==> src/rtl/conv_control.sv <==
// conv_control: 4x4 FP16 ifmap convolved with a 3x3 FP16 kernel into a 2x2 output, one MAC per cycle.
// Optional ReLU at the result register: define CONV_CONTROL_RELU_EN.
module conv_control (
    input  logic         clk,
    input  logic         rst_n,
    input  logic         start,
    input  logic [15:0]  conv_num,
    input  logic [143:0] weight_3x3,
    output logic [15:0]  result,
    output logic         done,
    output logic         dout_valid
);
    typedef enum logic [1:0] {IDLE, LOAD, COMPUTE, DONE} state_t;

    state_t      state_q;
    logic [15:0] ifmap_q  [16];
    logic [15:0] weight_q [9];
    logic [15:0] acc_q;
    logic [15:0] result_q;
    logic [3:0]  load_idx_q;
    logic [3:0]  k_q;
    logic [2:0]  win_q;
    logic        out_pending_q;
    logic        dout_valid_q;
    logic        done_q;

    // Subnormals become signed zero, Inf/NaN become max finite.
    function automatic logic [15:0] fp_canon(input logic [15:0] x);
        if (x[14:10] == 5'd0)  return {x[15], 15'd0};
        if (x[14:10] == 5'h1F) return {x[15], 15'h7BFF};
        return x;
    endfunction

    function automatic logic [15:0] fp_pack(input logic s, input int e, input logic [9:0] m);
        if (e >= 31) return {s, 15'h7BFF};
        if (e <= 0)  return {s, 15'd0};
        return {s, e[4:0], m};
    endfunction

    function automatic logic [15:0] fp_mul(input logic [15:0] a_in, input logic [15:0] b_in);
        logic [15:0] a;
        logic [15:0] b;
        logic [21:0] p;
        logic [9:0]  m;
        int          e;
        a = fp_canon(a_in);
        b = fp_canon(b_in);
        if (a[14:0] == 15'd0 || b[14:0] == 15'd0) return 16'h0000;
        p = {1'b1, a[9:0]} * {1'b1, b[9:0]};
        e = int'(a[14:10]) + int'(b[14:10]) - 15 + (p[21] ? 1 : 0);
        m = 10'(p >> (p[21] ? 11 : 10));
        return fp_pack(a[15] ^ b[15], e, m);
    endfunction

    // Operands are aligned in a wide field so the sum is exact before truncation.
    function automatic logic [15:0] fp_add(input logic [15:0] a_in, input logic [15:0] b_in);
        logic [15:0] a;
        logic [15:0] b;
        logic [15:0] big;
        logic [15:0] sml;
        logic [44:0] mb;
        logic [44:0] ms;
        logic [44:0] sum;
        logic [9:0]  m;
        int          p;
        int          e;
        a = fp_canon(a_in);
        b = fp_canon(b_in);
        if (a[14:0] < b[14:0]) begin
            big = b;
            sml = a;
        end else begin
            big = a;
            sml = b;
        end
        if (big[14:0] == 15'd0) return 16'h0000;
        mb = 45'({1'b1, big[9:0]}) << 30;
        if (sml[14:0] == 15'd0) ms = '0;
        else ms = (45'({1'b1, sml[9:0]}) << 30) >> (big[14:10] - sml[14:10]);
        sum = (big[15] == sml[15]) ? mb + ms : mb - ms;
        if (sum == '0) return 16'h0000;
        p = 0;
        for (int i = 0; i < 45; i++) begin
            if (sum[i]) p = i;
        end
        e = int'(big[14:10]) + p - 40;
        m = 10'((sum << (44 - p)) >> 34);
        return fp_pack(big[15], e, m);
    endfunction

    // Window (r,c) tap k reads ifmap[(r + k/3)*4 + c + k%3].
    function automatic logic [3:0] tap_idx(input logic [1:0] win, input logic [3:0] k);
        logic [3:0] off;
        case (k)
            4'd0:    off = 4'd0;
            4'd1:    off = 4'd1;
            4'd2:    off = 4'd2;
            4'd3:    off = 4'd4;
            4'd4:    off = 4'd5;
            4'd5:    off = 4'd6;
            4'd6:    off = 4'd8;
            4'd7:    off = 4'd9;
            default: off = 4'd10;
        endcase
        return {1'b0, win[1], 1'b0, win[0]} + off;
    endfunction

    logic [15:0] mac_sum;
    logic [15:0] out_val;

    assign mac_sum = fp_add((k_q == 4'd0) ? 16'h0000 : acc_q,
                            fp_mul(ifmap_q[tap_idx(win_q[1:0], k_q)], weight_q[k_q]));

`ifdef CONV_CONTROL_RELU_EN
    assign out_val = acc_q[15] ? 16'h0000 : acc_q;
`else
    assign out_val = acc_q;
`endif

    // The finished accumulator is copied to result on the same edge that starts the next window.
    always_ff @(posedge clk or negedge rst_n) begin
        if (!rst_n) begin
            state_q       <= IDLE;
            // NOTE: ifmap and weight storage is reset explicitly so an aborted pass leaves no stale data.
            for (int i = 0; i < 16; i++) ifmap_q[i] <= '0;
            for (int i = 0; i < 9; i++)  weight_q[i] <= '0;
            acc_q         <= '0;
            result_q      <= '0;
            load_idx_q    <= '0;
            k_q           <= '0;
            win_q         <= '0;
            out_pending_q <= 1'b0;
            dout_valid_q  <= 1'b0;
            done_q        <= 1'b0;
        end else begin
            dout_valid_q <= 1'b0;
            case (state_q)
                IDLE: begin
                    if (start) begin
                        ifmap_q[0] <= conv_num;
                        for (int i = 0; i < 9; i++) weight_q[i] <= weight_3x3[16*i +: 16];
                        load_idx_q <= 4'd1;
                        state_q    <= LOAD;
                    end
                end
                LOAD: begin
                    ifmap_q[load_idx_q] <= conv_num;
                    load_idx_q          <= load_idx_q + 4'd1;
                    if (load_idx_q == 4'd15) begin
                        k_q           <= '0;
                        win_q         <= '0;
                        out_pending_q <= 1'b0;
                        state_q       <= COMPUTE;
                    end
                end
                COMPUTE: begin
                    if (out_pending_q) begin
                        result_q     <= out_val;
                        dout_valid_q <= 1'b1;
                    end
                    if (win_q != 3'd4) begin
                        acc_q         <= mac_sum;
                        out_pending_q <= (k_q == 4'd8);
                        if (k_q == 4'd8) begin
                            k_q   <= '0;
                            win_q <= win_q + 3'd1;
                        end else begin
                            k_q <= k_q + 4'd1;
                        end
                    end else begin
                        out_pending_q <= 1'b0;
                        if (!out_pending_q) begin
                            done_q  <= 1'b1;
                            state_q <= DONE;
                        end
                    end
                end
                DONE: begin
                    if (!start) begin
                        done_q  <= 1'b0;
                        state_q <= IDLE;
                    end
                end
                default: state_q <= IDLE;
            endcase
        end
    end

    assign result     = result_q;
    assign done       = done_q;
    assign dout_valid = dout_valid_q;

endmodule

==> config.mk <==
export PLATFORM = sky130hd
export DESIGN_NAME = conv_control
export DESIGN_NICKNAME = d
export VERILOG_FILES = /design/src/rtl/conv_control.sv
export SDC_FILE = /design/constraint.sdc
export NUM_CORES = 1
export LEC_CHECK = 0
export CORE_MARGIN = 10
export CORE_UTILIZATION = 60
export CTS_CLUSTER_DIAMETER = 60
export DETAILED_ROUTE_END_ITERATION = 6
export DONT_BUFFER_PORTS = 1
export GPL_TIMING_DRIVEN = 0
export HOLD_SLACK_MARGIN = 0.12
export PLACE_DENSITY = 0.76
export RECOVER_POWER = 50
export SYNTH_ARGS = -nofsm -noshare
export SYNTH_HDL_FRONTEND = slang
export SYNTH_SLANG_ARGS = --single-unit
==> constraint.sdc <==
create_clock -name clk -period 23.5 [get_ports clk]
set_input_delay 4.7 -clock clk [delete_from_list [all_inputs] [get_ports clk]]
set_output_delay 4.7 -clock clk [all_outputs]
set_load 0.1 [all_outputs]
### After elaboration in Yosys (flattened, before gate mapping)

Memories as Yosys holds them, arrays and structs flattened.
Index checks and enable logic that the tools add are counted.

* input port bits: 163
* word-level logic and storage cells: 257
* memories kept: 1
* memory bits (read-only): 32
* bits in registers: 448

* bitwise operators: 4
* multiplexer cells: 149
* reduce and logical (&&, ||, !) cells: 25
* shifts and indexed selects: 3
* eq/ne operators: 18
* multiply operators: 1
* $add $sub $neg: 13
* magnitude comparators: 9

Memories
* (no name shown): depth 8, bits a word 4, read ports 1, clocked after Yosys merged registers in 0, write ports 0, RTL line 94 `case (k)`

Operators with widths (count)
* $mux W32: 45
* $mux W16: 39
* $bwmux W256: 1
* $mux W45: 3
* $bmux W16 S4: 2
* $demux W16 S4: 1
* $logic_not A15 Y1: 4
* $add A41 B45 Y45: 1
* $logic_not A45 Y1: 1
* $shl A45 B32 Y44: 1
* $shr A41 B5 Y45: 1
* $sub A41 B45 Y45: 1
* $mux W1: 38
* $add A6 B32 Y32: 1
* $ge A32 B6 Y1 const B: 1
* $le A32 B1 Y1 const B: 1
* $pmux W16 S2: 1
* $sub A32 B7 Y32 const B: 1
* $sub A7 B32 Y32 const A: 1
* $mul A11 B11 Y22: 1
* $shr A22 B4 Y10: 1
* $eq A5 B5 Y1 const B: 4
* $logic_not A5 Y1: 4
* $mux W4: 5
* other kinds (35): 63

### Longest topological paths before layout

An unclocked memory read counts as a cell.

* depth in word-level cells: 95
* gate-level depth with buffers: 116

### Least setup slack after synthesis

No wires, ideal clock.

* path kind: register to register
* start point: register k_q[0]
* end point: register acc_q[3]
* clock period less this slack: 21.446 ns
* arrival: 21.303 ns
* setup time: 0.143 ns
* path buffers: 10
* slack: 2.054 ns
* required time: 23.357 ns
* cell stages (with the launch flop): 110
* cell sequence: dfrtp_1 buf_2 buf_1 inv_1 ha_1 a211oi_1 ha_1 ha_1 xor2_2 buf_4 mux4_2 a211oi_1 o22a_1 nand4_1 clkbuf_1 a21oi_1 clkbuf_1 nand2_1 (+74 left out) o21a_1 buf_4 clkbuf_1 ha_1 ha_1 fa_1 a21oi_1 nor2_1 nor2_1 fa_1 nor4b_1 a21oi_1 o22ai_1 nor2_1 nor2_1 a21boi_1 o21a_1 a41oi_1

* longest elaborated chain between the ends: 92
* elaborated cells on any way between the ends: 155
* classes of those cells: add/sub: 10; mul: 1; order compare: 5; eq/ne: 5; shift: 3; mux: 116; bitwise: 3; reduce/logical: 11; memory: 1

Ends and longest elaborated chain
* start: declaration: RTL line 21 `logic [3:0] k_q;`
* start signal: assignment: RTL line 168 `k_q <= k_q + 4'd1;`
* $mem_v2 Z8 W4
* $mux W4: RTL line 94
* $add A3 B4 Y4: RTL line 105 `return {1'b0, win[1], 1'b0, win[0]} + off;`
* $not A4 Y5 (implied by the code): RTL line 112 `fp_mul(ifmap_q[tap_idx(win_q[1:0], k_q)], weight_q[k_q]));`
* $bmux W16 S4: RTL line 112
* $mux W16 (implied by the code) (2 in a row): RTL line 112
* $eq A5 B5 Y1: RTL line 30 `if (x[14:10] == 5'h1F) return {x[15], 15'h7BFF};`
* $mux W1 (2 in a row): RTL line 30
* (+73 left out)
* $le A32 B1 Y1: RTL line 36 `if (e <= 0) return {s, 15'd0};`
* $mux W1 (2 in a row): RTL line 36
* $mux W1: RTL line 82 `p = 0;`
* $mux W1: RTL line 77 `mb = 45'({1'b1, big[9:0]}) << 30;`
* $mux W16: RTL line 37 `return {s, e[4:0], m};`
* $mux W16: RTL line 36
* $mux W16: RTL line 82
* $mux W16 *: RTL line 77
* end signal: assignment: RTL line 162 `acc_q <= mac_sum;`
* end: declaration: RTL line 18 `logic [15:0] acc_q;`

Every way passes the cells marked *; elsewhere a longest branch is shown, timed or not. The select of a mux whose other input is x is not followed.
A chain may end at the register's enable or synchronous reset.

### Worst setup path after layout

* start point: register k_q[2]
* end point: register acc_q[1]

The elaborated chain is that of the path after synthesis.

==> flow_summary_export.csv <==
group,metric,value,unit
drt,vias,28490,
critical_path,end_kind,"flip-flop",
global_route,grt_pass1_wl,167100,um
finish,instances_no_fill,4246,
global_route,antenna_found_initial,25,
drt,drc_errors,0,
drt,wl_met1,43700,um
finish,regArea,11210,sq um
floorplan,start_util,0.6101,
cts,clk_pin_slew,60,ps
yosys,yosysTopAreaCell,"dfrtp_1",
drt,drt.antenna.violating_nets,0,
sta,slew_violations,0,
drt,dr_wl_met2,53360,um
yosys,ys_types,106,
sta,slew_headroom,0.1249,
sta,fin_skew,16.27,ps
critical_path,start_kind,"flip-flop",
yosys,synth_top_area_share,0.3316,
sta,layout_worst_path_cycle_share,0.9740,
critical_path,required,24030,ps
finish,fill_cells,4157,
place,port_buffers,0,
critical_path,slowest_delay,540,ps
cts,clock-sinks,448,
cts,insertion_delay,620,ps
floorplan,core_area,55420,sq um
critical_path,arrival,23420,ps
place,dp.cells,4095,
yosys,ys_warn_count,0,
drt,viasPerCell,6.709,
sta,hold_violations,0,
drt,dr_wl_met3,9165,um
floorplan,rows,86,
cts,htree_levels,2,
finish,multi_input_area,21700,sq um
critical_path,crit_slowest_cell,"fa_1",
yosys,synth-async-reset-ratio,1.000,
finish,layout_common_cells,"mux2_2, dfrtp_1, nand2_1, nor2_1, inv_1",
finish,final_common_cell,"mux2_2",
sta,tightest_slew,1313,ps
hold_path,hold_class,"reg -> reg",
yosys,synth_edf_count,0,
yosys,synthesis.area,33810,sq um
cts,cts-root-buf,"clkbuf_16",
floorplan,dieArea,66240,sq um
sta,fmax,43.69,MHz
drt,wl_per_cell,26.05,um
hold_path,whs_path_depth,1,
drt,first_iter_violations,2967,
cts,cts_tree,"built",
finish,drive_gt1_frac,0.2605,
yosys,syn_nets,3726,
cts,cts_hold_buf,0,
finish,syn_to_final_growth,11.08,%
drt,routed_wirelength,110600,um
global_route,grt_pass1_vias,28330,
drt,top_layer_used,"met5",
yosys,synth_seq_area_share,0.3316,
flow_run,cap_viol_max_count,0,
critical_path,reg2reg_depth,97,
run_status,status,"complete, no violations",
yosys,synth_area_leaders,"dfrtp_1, mux2_2, mux4_2",
floorplan,fp.dieH,257.4,um
global_route,grt_max_degree,449,
critical_path,path_max_fanout,10,
yosys,syn_area_per_cell,10.10,sq um
critical_path,critical_path.most_common_cell,"ha_1",
yosys,synth_ff_type,"dfrtp_1",
critical_path,timing_worst_setup_path_type,"reg -> reg",
finish,num-nets-final,3813,
place,gp_congestion,0.9563,
global_route,track_usage,0.3201,
place,hpwl,82880,um
yosys,ys_seq_elements,448,
global_route,overflow,0,
cts,cts-buffers-inserted,47,
cts,cts_buffer_depth,3,
floorplan,fp.dieW,257.4,um
sta,setup_viol,0,
drt,dr.pass1.iters,6,
sta,period_needed,22890,ps
floorplan,ios,181,
yosys,synthCells,3347,
## cell usage after synthesis, drive strengths merged (16+ instances only)
library cell    n
a21o           28
mux2i         118
nor3           48
inv           175
o21ai         119
buf            61
and3           28
a31oi          36
nor4           16
nand3          81
a221oi         17
mux4           81
nor2          246
clkbuf        141
a21oi         154
nand2         301
xnor2          37
o31ai          16
mux2          465
o211ai         23
o21a           16
nand4          34
or3            16
xor2           16
a211oi         47
ha            133
nand2b         23
fa             83
and2           94
dfrtp         448
o22ai          19
## metal layers
layer / global-route usage / up-vias
li1: - / 12390
met1: 0.4088 / 14330
met2: 0.5308 / 1480
met3: 0.05618 / 285
met4: 0.1333 / 2
met5: 0 / -
## path summary, 6_finish.rpt
check,start,to,slack (ps)
max,k_q[2],acc_q[1],610
max reg2reg,k_q[2],acc_q[1],610
max in group asynchronous,rst_n,ifmap_q[84],18880
min,ifmap_q[82],ifmap_q[82],500
min reg2reg,ifmap_q[82],ifmap_q[82],500
min in group asynchronous,rst_n,weight_q[90],3790
## registers in the layout, indices dropped and copies added (netlist names)
register / cells
ifmap_q: 256
weight_q: 144
acc_q: 16
result: 16
k_q: 4
load_idx_q: 4
win_q: 3
state_q: 2
done: 1
dout_valid: 1
out_pending_q: 1
## cell type report
class                           instances  area share
Clock buffer                           62     0.03521
Buffer                                195     0.02712
Tap cell                              748     0.02492
Inverter                              176     0.01792
Timing Repair Buffer                   45    0.009195
Antenna cell                           28    0.001866
Clock inverter                         23    0.007496
Sequential cell                       448      0.2985
Multi-Input combinational cell       2521      0.5777
## metrics by stage
step	cell area, sq um	setup TNS, ps	setup slack, ps	util	hold WS, ps
floorplan	33810	0	2054	-	466.5
global placement	34750	-45130	-3430	0.6270	480.8
detailed placement	34750	-49590	-3678	0.6270	489.5
CTS	36790	0	4.619	0.6638	502.0
global route	37550	-2001	-237.6	0.6777	507.7
finish	37560	0	610.2	0.6777	501.8
## logic make-up after synthesis
kind of cell | synth area share
xor gates and xnor gates | 0.01595
DFF | 0.3316
muxes | 0.2439
adders and majority gates | 0.09836
AOI/OAI and AO/OA | 0.1310
and+or+nand+nor | 0.1332
buffers and inverters | 0.04604
## timing repair
action,in CTS,in global routing
endpoints found under the hold margin,0,0
buffers inserted,13,30
gates resized for setup,115,135
endpoints found under the setup margin,16,16
cloned,0,2
pin swaps,8,22
## worst max-delay path: cells and delay by family (launching register included)
family	cells	cell delay (ps)
AOI/OAI and AO/OA	25	5560
and+or+nand+nor	29	5260
xor gates and xnor gates	1	320
DFF	1	320
buffers and inverters	23	5150
muxes	5	1070
adders and majority gates	14	5050
Power is not shown: default switching activity piles up to over one toggle a cycle in this logic, so the estimate is an artifact.
